<file path="src/rtl/sram_if_pkg.sv">
// rtl/sram_if_pkg.sv - shared types and constants for the SRAM responder and controller
package sram_if_pkg;

  typedef enum logic [1:0] {
    IDLE       = 2'd0,
    WRITE      = 2'd1,
    READ_WAIT  = 2'd2,
    READ_DRIVE = 2'd3
  } state_t;

  localparam int DEF_DATA_W   = 8;
  localparam int DEF_ADDR_W   = 4;
  localparam int READ_LAT_MAX = 3;
  localparam int LAT_W        = $clog2(READ_LAT_MAX + 1);

endpackage

</file>
<file path="src/rtl/sram_responder_if.sv">
// rtl/sram_responder_if.sv - SRAM control/data bus between cycle controller and responder
interface sram_responder_if #(
  parameter int DATA_W = 8,
  parameter int ADDR_W = 4
);
  logic              latch;
  logic              count;
  logic [ADDR_W-1:0] addr_in;
  logic              de;
  logic              n_ce;
  logic              n_oe;
  logic              n_we;
  logic [DATA_W-1:0] data_in;
  logic [DATA_W-1:0] data_out;
  logic              data_oe;
  logic [ADDR_W-1:0] addr;
  logic              conflict;
  logic [15:0]       wr_cnt;
  logic [15:0]       rd_cnt;

  modport master (
    output latch, count, addr_in, de, n_ce, n_oe, n_we, data_in,
    input  data_out, data_oe, addr, conflict, wr_cnt, rd_cnt
  );

  modport slave (
    input  latch, count, addr_in, de, n_ce, n_oe, n_we, data_in,
    output data_out, data_oe, addr, conflict, wr_cnt, rd_cnt
  );
endinterface

</file>
<file path="src/rtl/sram_addr_ctr.sv">
// rtl/sram_addr_ctr.sv - loadable wrapping address counter; load has priority over increment
module sram_addr_ctr #(
  parameter int W = 4
) (
  input  logic         clk,
  input  logic         n_rst,
  input  logic         load,
  input  logic         inc,
  input  logic [W-1:0] load_val,
  output logic [W-1:0] addr
);

  always_ff @(posedge clk or negedge n_rst) begin
    if (!n_rst) begin
      addr <= '0;
    end else if (load) begin
      addr <= load_val;
    end else if (inc) begin
      addr <= addr + W'(1);
    end
  end

endmodule

</file>
<file path="src/rtl/sram_responder.sv">
// rtl/sram_responder.sv - SRAM memory-side responder; SRAM_RESP_STATS_EN adds write/read counters
module sram_responder
  import sram_if_pkg::*;
#(
  parameter int DATA_W   = DEF_DATA_W,
  parameter int ADDR_W   = DEF_ADDR_W,
  parameter int READ_LAT = 1
) (
  input logic             clk,
  input logic             n_rst,
  sram_responder_if.slave bus
);

  localparam int DEPTH = 1 << ADDR_W;

  logic [DATA_W-1:0] mem [DEPTH];
  logic [ADDR_W-1:0] addr;
  state_t            state;
  logic [LAT_W-1:0]  lat_cnt;
  logic [DATA_W-1:0] capture;
  logic [DATA_W-1:0] data_out;
  logic              captured;
  logic              data_oe;
  logic              conflict;
  logic              sel;
  logic              both;
  logic              commit;
  logic              rd_start;

  sram_addr_ctr #(.W(ADDR_W)) u_addr_ctr (
    .clk      (clk),
    .n_rst    (n_rst),
    .load     (bus.latch),
    .inc      (bus.count),
    .load_val (bus.addr_in),
    .addr     (addr)
  );

  assign sel      = ~bus.n_ce;
  assign both     = sel & ~bus.n_oe & ~bus.n_we;
  assign commit   = (state == WRITE) & sel & bus.n_we & captured;
  assign rd_start = (state == READ_WAIT) & sel & ~bus.n_oe & bus.n_we & (lat_cnt == '0);

  always_ff @(posedge clk) begin
    if (commit) begin
      mem[addr] <= capture;
    end
  end

  always_ff @(posedge clk or negedge n_rst) begin
    if (!n_rst) begin
      state    <= IDLE;
      lat_cnt  <= '0;
      capture  <= '0;
      captured <= 1'b0;
      data_out <= '0;
      data_oe  <= 1'b0;
      conflict <= 1'b0;
    end else begin
      if (both) begin
        conflict <= 1'b1;
      end
      case (state)
        IDLE: begin
          captured <= 1'b0;
          if (sel && !bus.n_we) begin
            state <= WRITE;
          end else if (sel && !bus.n_oe) begin
            state   <= READ_WAIT;
            lat_cnt <= LAT_W'(READ_LAT - 1);
          end
        end
        WRITE: begin
          // n_ce high aborts; n_we high with n_ce low ends the pulse (commit handled above)
          if (!sel || bus.n_we) begin
            captured <= 1'b0;
            state    <= IDLE;
          end else if (bus.de) begin
            capture  <= bus.data_in;
            captured <= 1'b1;
          end
        end
        READ_WAIT: begin
          if (both) begin
            state <= WRITE;
          end else if (!sel || bus.n_oe) begin
            state <= IDLE;
          end else if (rd_start) begin
            data_out <= mem[addr];
            data_oe  <= 1'b1;
            state    <= READ_DRIVE;
          end else begin
            lat_cnt <= lat_cnt - LAT_W'(1);
          end
        end
        READ_DRIVE: begin
          if (both) begin
            data_oe <= 1'b0;
            state   <= WRITE;
          end else if (!sel || bus.n_oe) begin
            data_oe <= 1'b0;
            state   <= IDLE;
          end else begin
            data_out <= mem[addr];
          end
        end
        default: state <= IDLE;
      endcase
    end
  end

  assign bus.data_out = data_out;
  assign bus.data_oe  = data_oe;
  assign bus.addr     = addr;
  assign bus.conflict = conflict;

`ifdef SRAM_RESP_STATS_EN
  logic [15:0] wr_cnt;
  logic [15:0] rd_cnt;

  always_ff @(posedge clk or negedge n_rst) begin
    if (!n_rst) begin
      wr_cnt <= '0;
      rd_cnt <= '0;
    end else begin
      if (commit && wr_cnt != 16'hFFFF) begin
        wr_cnt <= wr_cnt + 16'd1;
      end
      if (rd_start && rd_cnt != 16'hFFFF) begin
        rd_cnt <= rd_cnt + 16'd1;
      end
    end
  end

  assign bus.wr_cnt = wr_cnt;
  assign bus.rd_cnt = rd_cnt;
`else
  assign bus.wr_cnt = '0;
  assign bus.rd_cnt = '0;
`endif

endmodule

</file>
<file path="src/flat_wrapper.sv">
// flat-port wrapper written by rule: the top's interface ports become plain ports
module sram_responder_flat import sram_if_pkg::*;
#(
  parameter int DATA_W   = DEF_DATA_W,
  parameter int ADDR_W   = DEF_ADDR_W,
  parameter int READ_LAT = 1
)
  (clk, n_rst, bus_latch, bus_count, bus_addr_in, bus_de, bus_n_ce, bus_n_oe, bus_n_we, bus_data_in, bus_data_out, bus_data_oe, bus_addr, bus_conflict, bus_wr_cnt, bus_rd_cnt);
  sram_responder_if #(.DATA_W(DATA_W), .ADDR_W(ADDR_W)) bus_i ();
  input logic clk;
  input logic n_rst;
  input wire logic [$bits(bus_i.latch)-1:0] bus_latch;
  input wire logic [$bits(bus_i.count)-1:0] bus_count;
  input wire logic [$bits(bus_i.addr_in)-1:0] bus_addr_in;
  input wire logic [$bits(bus_i.de)-1:0] bus_de;
  input wire logic [$bits(bus_i.n_ce)-1:0] bus_n_ce;
  input wire logic [$bits(bus_i.n_oe)-1:0] bus_n_oe;
  input wire logic [$bits(bus_i.n_we)-1:0] bus_n_we;
  input wire logic [$bits(bus_i.data_in)-1:0] bus_data_in;
  output wire logic [$bits(bus_i.data_out)-1:0] bus_data_out;
  output wire logic [$bits(bus_i.data_oe)-1:0] bus_data_oe;
  output wire logic [$bits(bus_i.addr)-1:0] bus_addr;
  output wire logic [$bits(bus_i.conflict)-1:0] bus_conflict;
  output wire logic [$bits(bus_i.wr_cnt)-1:0] bus_wr_cnt;
  output wire logic [$bits(bus_i.rd_cnt)-1:0] bus_rd_cnt;
  assign bus_i.latch = bus_latch;
  assign bus_i.count = bus_count;
  assign bus_i.addr_in = bus_addr_in;
  assign bus_i.de = bus_de;
  assign bus_i.n_ce = bus_n_ce;
  assign bus_i.n_oe = bus_n_oe;
  assign bus_i.n_we = bus_n_we;
  assign bus_i.data_in = bus_data_in;
  assign bus_data_out = bus_i.data_out;
  assign bus_data_oe = bus_i.data_oe;
  assign bus_addr = bus_i.addr;
  assign bus_conflict = bus_i.conflict;
  assign bus_wr_cnt = bus_i.wr_cnt;
  assign bus_rd_cnt = bus_i.rd_cnt;
  sram_responder #(.DATA_W(DATA_W), .ADDR_W(ADDR_W), .READ_LAT(READ_LAT)) u_core (.clk(clk), .n_rst(n_rst), .bus(bus_i));
endmodule
</file>
<file path="config.mk">
export PLATFORM = sky130hd
export DESIGN_NAME = sram_responder_flat
export DESIGN_NICKNAME = d
export VERILOG_FILES = /design/src/rtl/sram_if_pkg.sv /design/src/rtl/sram_responder_if.sv /design/src/rtl/sram_addr_ctr.sv /design/src/rtl/sram_responder.sv /design/src/flat_wrapper.sv
export SDC_FILE = /design/constraint.sdc
export NUM_CORES = 1
export LEC_CHECK = 0
export BUFFER_PORTS_ARGS = -buffer_cell sky130_fd_sc_hd__clkbuf_2
export CORE_AREA = 2 2 116 118
export CTS_CLUSTER_SIZE = 16
export DETAILED_ROUTE_END_ITERATION = 8
export DIE_AREA = 0 0 118 120
export GPL_TIMING_DRIVEN = 0
export PLACE_DENSITY = 0.66
export SLEW_MARGIN = 15
export SYNTH_ARGS = -nofsm -noshare
export SYNTH_HDL_FRONTEND = slang
export SYNTH_HIERARCHICAL = 1
export SYNTH_SLANG_ARGS = --single-unit
export TNS_END_PERCENT = 100
</file>
<file path="constraint.sdc">
create_clock -name clk -period 3.9 [get_ports clk]
set_clock_uncertainty 0.15 [all_clocks]
set_input_delay 0.585 -clock clk [delete_from_list [all_inputs] [get_ports clk]]
set_output_delay 0.585 -clock clk [all_outputs]
set_load 0.005 [all_outputs]
</file>
==> flow_summary.ini, run 1 <==
[global_route]
first_global_vias = 3185
grt_usage_pct = 17.9
grt_max_degree = 28
antenna_found_initial = 0
grt_pass1_wl_um = 17900
overflow = 0

[sta]
rsz0062_at_grt = no
setup_tns_ns = 0
slew_headroom_pct = 43.4
clock.fmax_mhz = 363
maxSlewViolCount = 0
worstMarginPinSlew_ns = 0.846
min_period_ns = 2.75
finalHoldViolCount = 0
period_share_pct = 70.6
setup_viol = 0

[min_path]
worstHoldPathType = input pin to asynchronous set/reset pin

[placement]
hpwl_um = 7790
place_area_um2 = 6860
portBuffers = 33
gp_congestion = 0.732

[routing]
drc = 0
drtIter0Drc = 178
routedWlPerCell_um = 18.9
via_per_inst = 5.14
vias = 3164
routed_wl_um = 11600
antenna_left = 0
firstDrtPassIters = 4

[floorplan]
core_area_um2 = 13000
num_io_pins = 66
die_w_um = 118
start_util_pct = 48.9
die_area_um2 = 14200
rows = 42
die_y_um = 120

[critical_path]
critPathTopFamily = simple AND/OR/NAND/NOR gates
r2r-start = u_core/u_addr_ctr/addr[0]
reg2regPathDepth = 4
arrival_ns = 2.65
start_kind = flip-flop
crit_path_cell_trace = clkbuf_1 > clkbuf_1 > nand3_1 > nor2_1
critPathLaunch = u_core/u_addr_ctr/addr[0]
critPathCaptureType = flip-flop
worst_path_most_repeated_cell = clkbuf_1
cpPeakStageDelay_ns = 0.71
slowest_stage = nor2_1
cp_max_fo = 10
criticalPathCategory = flip-flop to flip-flop
rr_endpoint = u_core/mem[11][6]
crit_required_ns = 3.79
crit_buf_inv = 2
rrSetupSlack_ns = 1.15

[clock_tree]
numCtsBuffers = 17
clock_latency_ns = 0.42
clockBufferDepth = 2
cts_sinks = 155
ctsHtreeMaxLevel = 4
cts_root_buf = clkbuf_16
ctsHoldBuffers = 0
clk_pin_slew_worst_paths_ns = 0.06
cts_resized = 0
cts_tree = done
cts_setup_buffers = 0

[synth]
ys_seq_elements = 155
synth_area_per_cell_um2 = 18.5
yosys-top-cells-count = edfxtp_1, buf_4, mux4_2, dfrtp_1, nor2_1
postSynth.asyncResetShare_pct = 17.4
synth_area_um2 = 6340
syn_inst = 343
synth_warnings = 6
synth_flop_cell = edfxtp_1
synth_top_cell_by_area = edfxtp_1
synth.area.top_cells = edfxtp_1, mux4_2, dfrtp_1
synth_enable_flop_cells = 128
yosys.area.top_type_share_pct = 60.6
synth.most_common_cell = edfxtp_1
ys_seq_area_share_pct = 71.3
synth.distinct_cells = 38

[final_layout]
final_design_area_no_fill_um2 = 7430
final_util_pct = 57.3
area_growth_pct = 17.2
fin_nets = 448
seqCellArea_um2 = 4520
drive_gt1_share_pct = 36.2
num_antenna_cells = 0
multi_input_area_um2 = 1610
fill_cells = 999

[power_and_ir_drop]
powerDensity_nw_per_um2 = 547
peakVddDrop_mv = 0.301
p_total_uw = 4060
p_leak_uw = 0.00279

[run_status]
status = completed

[flow_run]
max_cap_viol_count = 0
## per-layer routing
metal  track usage (%)  vias up  share of wire, %
met1              23.3     1566                42
met3              5.37       13               7.3
met5                 0        -                 0
met2              28.7      131                49
met4              7.00        0               1.6
li1                  -     1454                 -
## cell type report
type / instances / share of cell area, %
Clock inverter: 11 / 1.20
Tap cell: 176 / 2.96
Timing Repair Buffer: 33 / 2.22
Inverter: 4 / 0.202
Clock buffer: 21 / 6.48
Sequential cell: 155 / 60.8
Buffer: 47 / 4.49
Multi-Input combinational cell: 168 / 21.6
## where the power goes
group	switching (uW)	internal, uW	total, uW
logic	201	213	414
clock network	615	945	1560
registers	144	1950	2090
## registers in the layout, indices dropped and copies added (netlist names)
register and flops:
u_core/lat_cnt 2, u_core/mem 128, u_core/capture 8, u_core/bus.data_oe 1
u_core/state 2, u_core/captured 1, u_core/u_addr_ctr/addr 4, u_core/bus.conflict 1
u_core/bus.data_out 8
## logic make-up (layout without fill, tap and decap cells)
kind of cell	count (synthesis)	after routing	share of synthesized area (%)
xor+xnor	3	3	0.414
compound gates	36	36	4.01
fa+ha+maj	2	2	0.395
simple gates	42	42	3.47
mux	53	53	14.9
other cells	1	32	0.0591
buf+inv	51	116	5.51
flops	155	155	71.3
## per-stage QoR
| step | setup slack [ns] | hold slack, ns | instances |
|---|---|---|---|
| 2_1_floorplan | 1.48 | 0.139 | 374 |
| 3_3_place_gp | 0.808 | 0.275 | 583 |
| 3_5_place_dp | 0.893 | 0.282 | 583 |
| 4_1_cts | 0.919 | 0.0777 | 615 |
| 5_1_grt | 0.913 | 0.120 | 615 |
| 6_report | 1.15 | 0.0682 | 615 |
## cell usage in the layout, fill, tap and decap left out, types with 7 or more instances in the layout
| master | n |
|---|---|
| dfrtp_1 | 27 |
| nor2_1 | 15 |
| a21o_1 | 7 |
| mux2i_1 | 11 |
| edfxtp_1 | 128 |
| o22ai_1 | 7 |
| clkbuf_16 | 18 |
| mux2_2 | 10 |
| mux4_2 | 32 |
| conb_1 | 32 |
| buf_4 | 33 |
| clkbuf_2 | 33 |
## worst max-delay path by stage
stage	end	slack [ns]	depth (start not counted)
after floorplan	u_core/mem[0][0]	1.48	3
after global placement	u_core/mem[3][5]	0.81	4
after detailed placement	u_core/mem[0][3]	0.89	4
after CTS	u_core/mem[0][3]	0.92	4
after global routing	u_core/mem[11][6]	0.91	4
final	u_core/mem[11][6]	1.15	4
Power figures use the tool's default switching activity.
==> run 2, diff against run 1 <==
--- a/config.mk
+++ b/config.mk
@@ -11,7 +11,7 @@
 export DETAILED_ROUTE_END_ITERATION = 8
 export DIE_AREA = 0 0 118 120
 export GPL_TIMING_DRIVEN = 0
-export PLACE_DENSITY = 0.66
+export PLACE_DENSITY = 0.68
 export SLEW_MARGIN = 15
 export SYNTH_ARGS = -nofsm -noshare
 export SYNTH_HDL_FRONTEND = slang
==> constraint.sdc (replaced) <==
create_clock -name clk -period 2.4 [get_ports clk]
set_clock_uncertainty 0.15 [all_clocks]
set_input_delay 0.36 -clock clk [delete_from_list [all_inputs] [get_ports clk]]
set_output_delay 0.36 -clock clk [all_outputs]
set_load 0.005 [all_outputs]
==> run 2 against run 1 <==
Against the previous run: design area grew 4.7%; via count grew 4.5%; sequential cell count is the same; total power grew 66%; non-clock buffer count grew 14; cell count grew 2.0%; highest routed layer unchanged.
==> flow_summary.ini, run 2 (synthesis results as in run 1) <==
[run_status]
status = completed

[clock_tree]
clockBufferDepth = 2
clk_pin_slew_worst_paths_ns = 0.06
clock_latency_ns = 0.41
cts_sinks = 155
cts_tree = done
cts_root_buf = clkbuf_16
numCtsBuffers = 17
ctsHtreeMaxLevel = 4

[final_layout]
final_util_pct = 60.0
reg_top3 = u_core/mem: 128 flops, u_core/bus.data_out: 8 flops, u_core/capture: 8 flops
layout_commonest_cell = edfxtp_1
fill_cells = 942
drive_gt1_share_pct = 39.2
largest_register_ffs = 128
final_design_area_no_fill_um2 = 7780
layout_common_cells = edfxtp_1, buf_4, clkbuf_2
top_register = u_core/mem
fin_nets = 462
num_antenna_cells = 0
area_growth_pct = 22.7

[placement]
place_ws_ns = -0.325
hpwl_um = 7770
place_area_um2 = 6860
gp_congestion = 0.755
portBuffers = 33

[critical_path]
critPathTopFamily = buffers and inverters
start_kind = flip-flop
slowest_stage = dfrtp_1
rrSetupSlack_ns = 0.06
critPathLaunch = u_core/u_addr_ctr/addr[0]
rr_endpoint = u_core/mem[3][3]
cp_max_fo = 10
reg2regPathDepth = 5
cpPeakStageDelay_ns = 0.44
criticalPathCategory = flip-flop to flip-flop
cp.depth = 5
crit_buf_inv = 3
crit_path_cell_trace = clkbuf_1 > clkbuf_2 > nand3_2 > nor3_4 > buf_12
arrival_ns = 2.31
r2r-start = u_core/u_addr_ctr/addr[0]
critical_path.endpoint = u_core/mem[3][3]
critPathCaptureType = flip-flop
crit_required_ns = 2.37

[floorplan]
die_w_um = 118
rows = 42
die_y_um = 120
num_io_pins = 66
core_area_um2 = 13000
start_util_pct = 48.9
die_area_um2 = 14200

[routing]
routed_wl_um = 12500
drc = 0
via_per_inst = 5.27
drtIter0Drc = 267
routedWlPerCell_um = 19.9
vias = 3305
firstDrtPassIters = 5
antenna_left = 0

[sta]
finalHoldViolCount = 0
maxSlewViolCount = 0
min_period_ns = 2.34
worstMarginPinSlew_ns = 0.717
clock.fmax_mhz = 428
setup_ws_ns = 0.0618
setup_viol = 0
period_share_pct = 97.4
timing.hold.ws_ns = 0.0157
slew_headroom_pct = 52.2

[flow_run]
max_cap_viol_count = 0

[power_and_ir_drop]
power_frac_seq_pct = 50.2
p_leak_uw = 0.00288
peakVddDrop_mv = 0.506
pwr-share-comb_pct = 10.5
internal_power_uw = 5230
swShare_pct = 22.7
p_total_uw = 6760
clockPowerShare_pct = 39.3
p_sw_uw = 1530
powerDensity_nw_per_um2 = 869

[min_path]
worstHoldPathType = input pin to flip-flop

[global_route]
first_global_vias = 3271
grt_usage_pct = 18.7
grt_max_degree = 28
overflow = 0
antenna_found_initial = 0
grt_pass1_wl_um = 19000
run 2: worst min-delay path by stage:
stage	startpoint	to	depth (start not counted)
6_report	bus_addr_in[0]	u_core/u_addr_ctr/addr[0]	3
2_1_floorplan	n_rst	u_core/bus.conflict	0
3_3_place_gp	u_core/lat_cnt[0]	u_core/lat_cnt[0]	1
3_5_place_dp	u_core/lat_cnt[0]	u_core/lat_cnt[0]	1
4_1_cts	bus_addr_in[0]	u_core/u_addr_ctr/addr[0]	3
5_1_grt	bus_data_in[0]	u_core/capture[0]	2
run 2: timing repair:
item | 4_1_cts | 5_1_grt
hold buffers | 4 | 0
buffers inserted | 5 | 5
gates resized for setup | 29 | 5
hold endpoints to repair | 30 | 0
endpoints found under the setup margin | 128 | 104
pin swaps | 3 | 6
run 2: layout make-up:
cell class	count	area (um^2)	area share, %
plain buffers	47	343	4.41
clock buffers	19	433	5.56
clock inverters	11	153	1.96
inverters	4	15.0	0.193
multi-input cells	168	1730	22.3
flip-flops and latches	155	4520	58.1
well taps	176	220	2.83
repair buffers	47	368	4.73
run 2: metal layers:
| layer | track usage [%] | part of all wire, % | vias to the layer above |
|---|---|---|---|
| met4 | 7.23 | 0.90 | 0 |
| met5 | 0 | 0 | - |
| li1 | - | - | 1482 |
| met2 | 29.8 | 51 | 150 |
| met3 | 4.85 | 8.2 | 9 |
| met1 | 25.0 | 40 | 1664 |
run 2: metrics by stage:
step | setup TNS (ns) | std cells
final | 0 | 627
after global routing | -0.416 | 627
after CTS | -1.38 | 622
after detailed placement | -30.64 | 583
after global placement | -35.71 | 583
after floorplan | 0 | 374
run 2: worst register-to-register path: cells and delay by family (launching register included):
kind	cells	cell delay (ns)
AND/OR/NAND/NOR	2	0.57
buffers and inverters	3	0.90
flip-flops	1	0.44
run 2: power groups by stage:
| stage | clock, uW | combinational [uW] | sequential [uW] |
|---|---|---|---|
| after floorplan | 0 | 481 | 3350 |
| after global placement | 0 | 668 | 3430 |
| after detailed placement | 0 | 679 | 3450 |
| after CTS | 2690 | 713 | 3400 |
| after global routing | 2800 | 783 | 3430 |
| final | 2660 | 713 | 3390 |
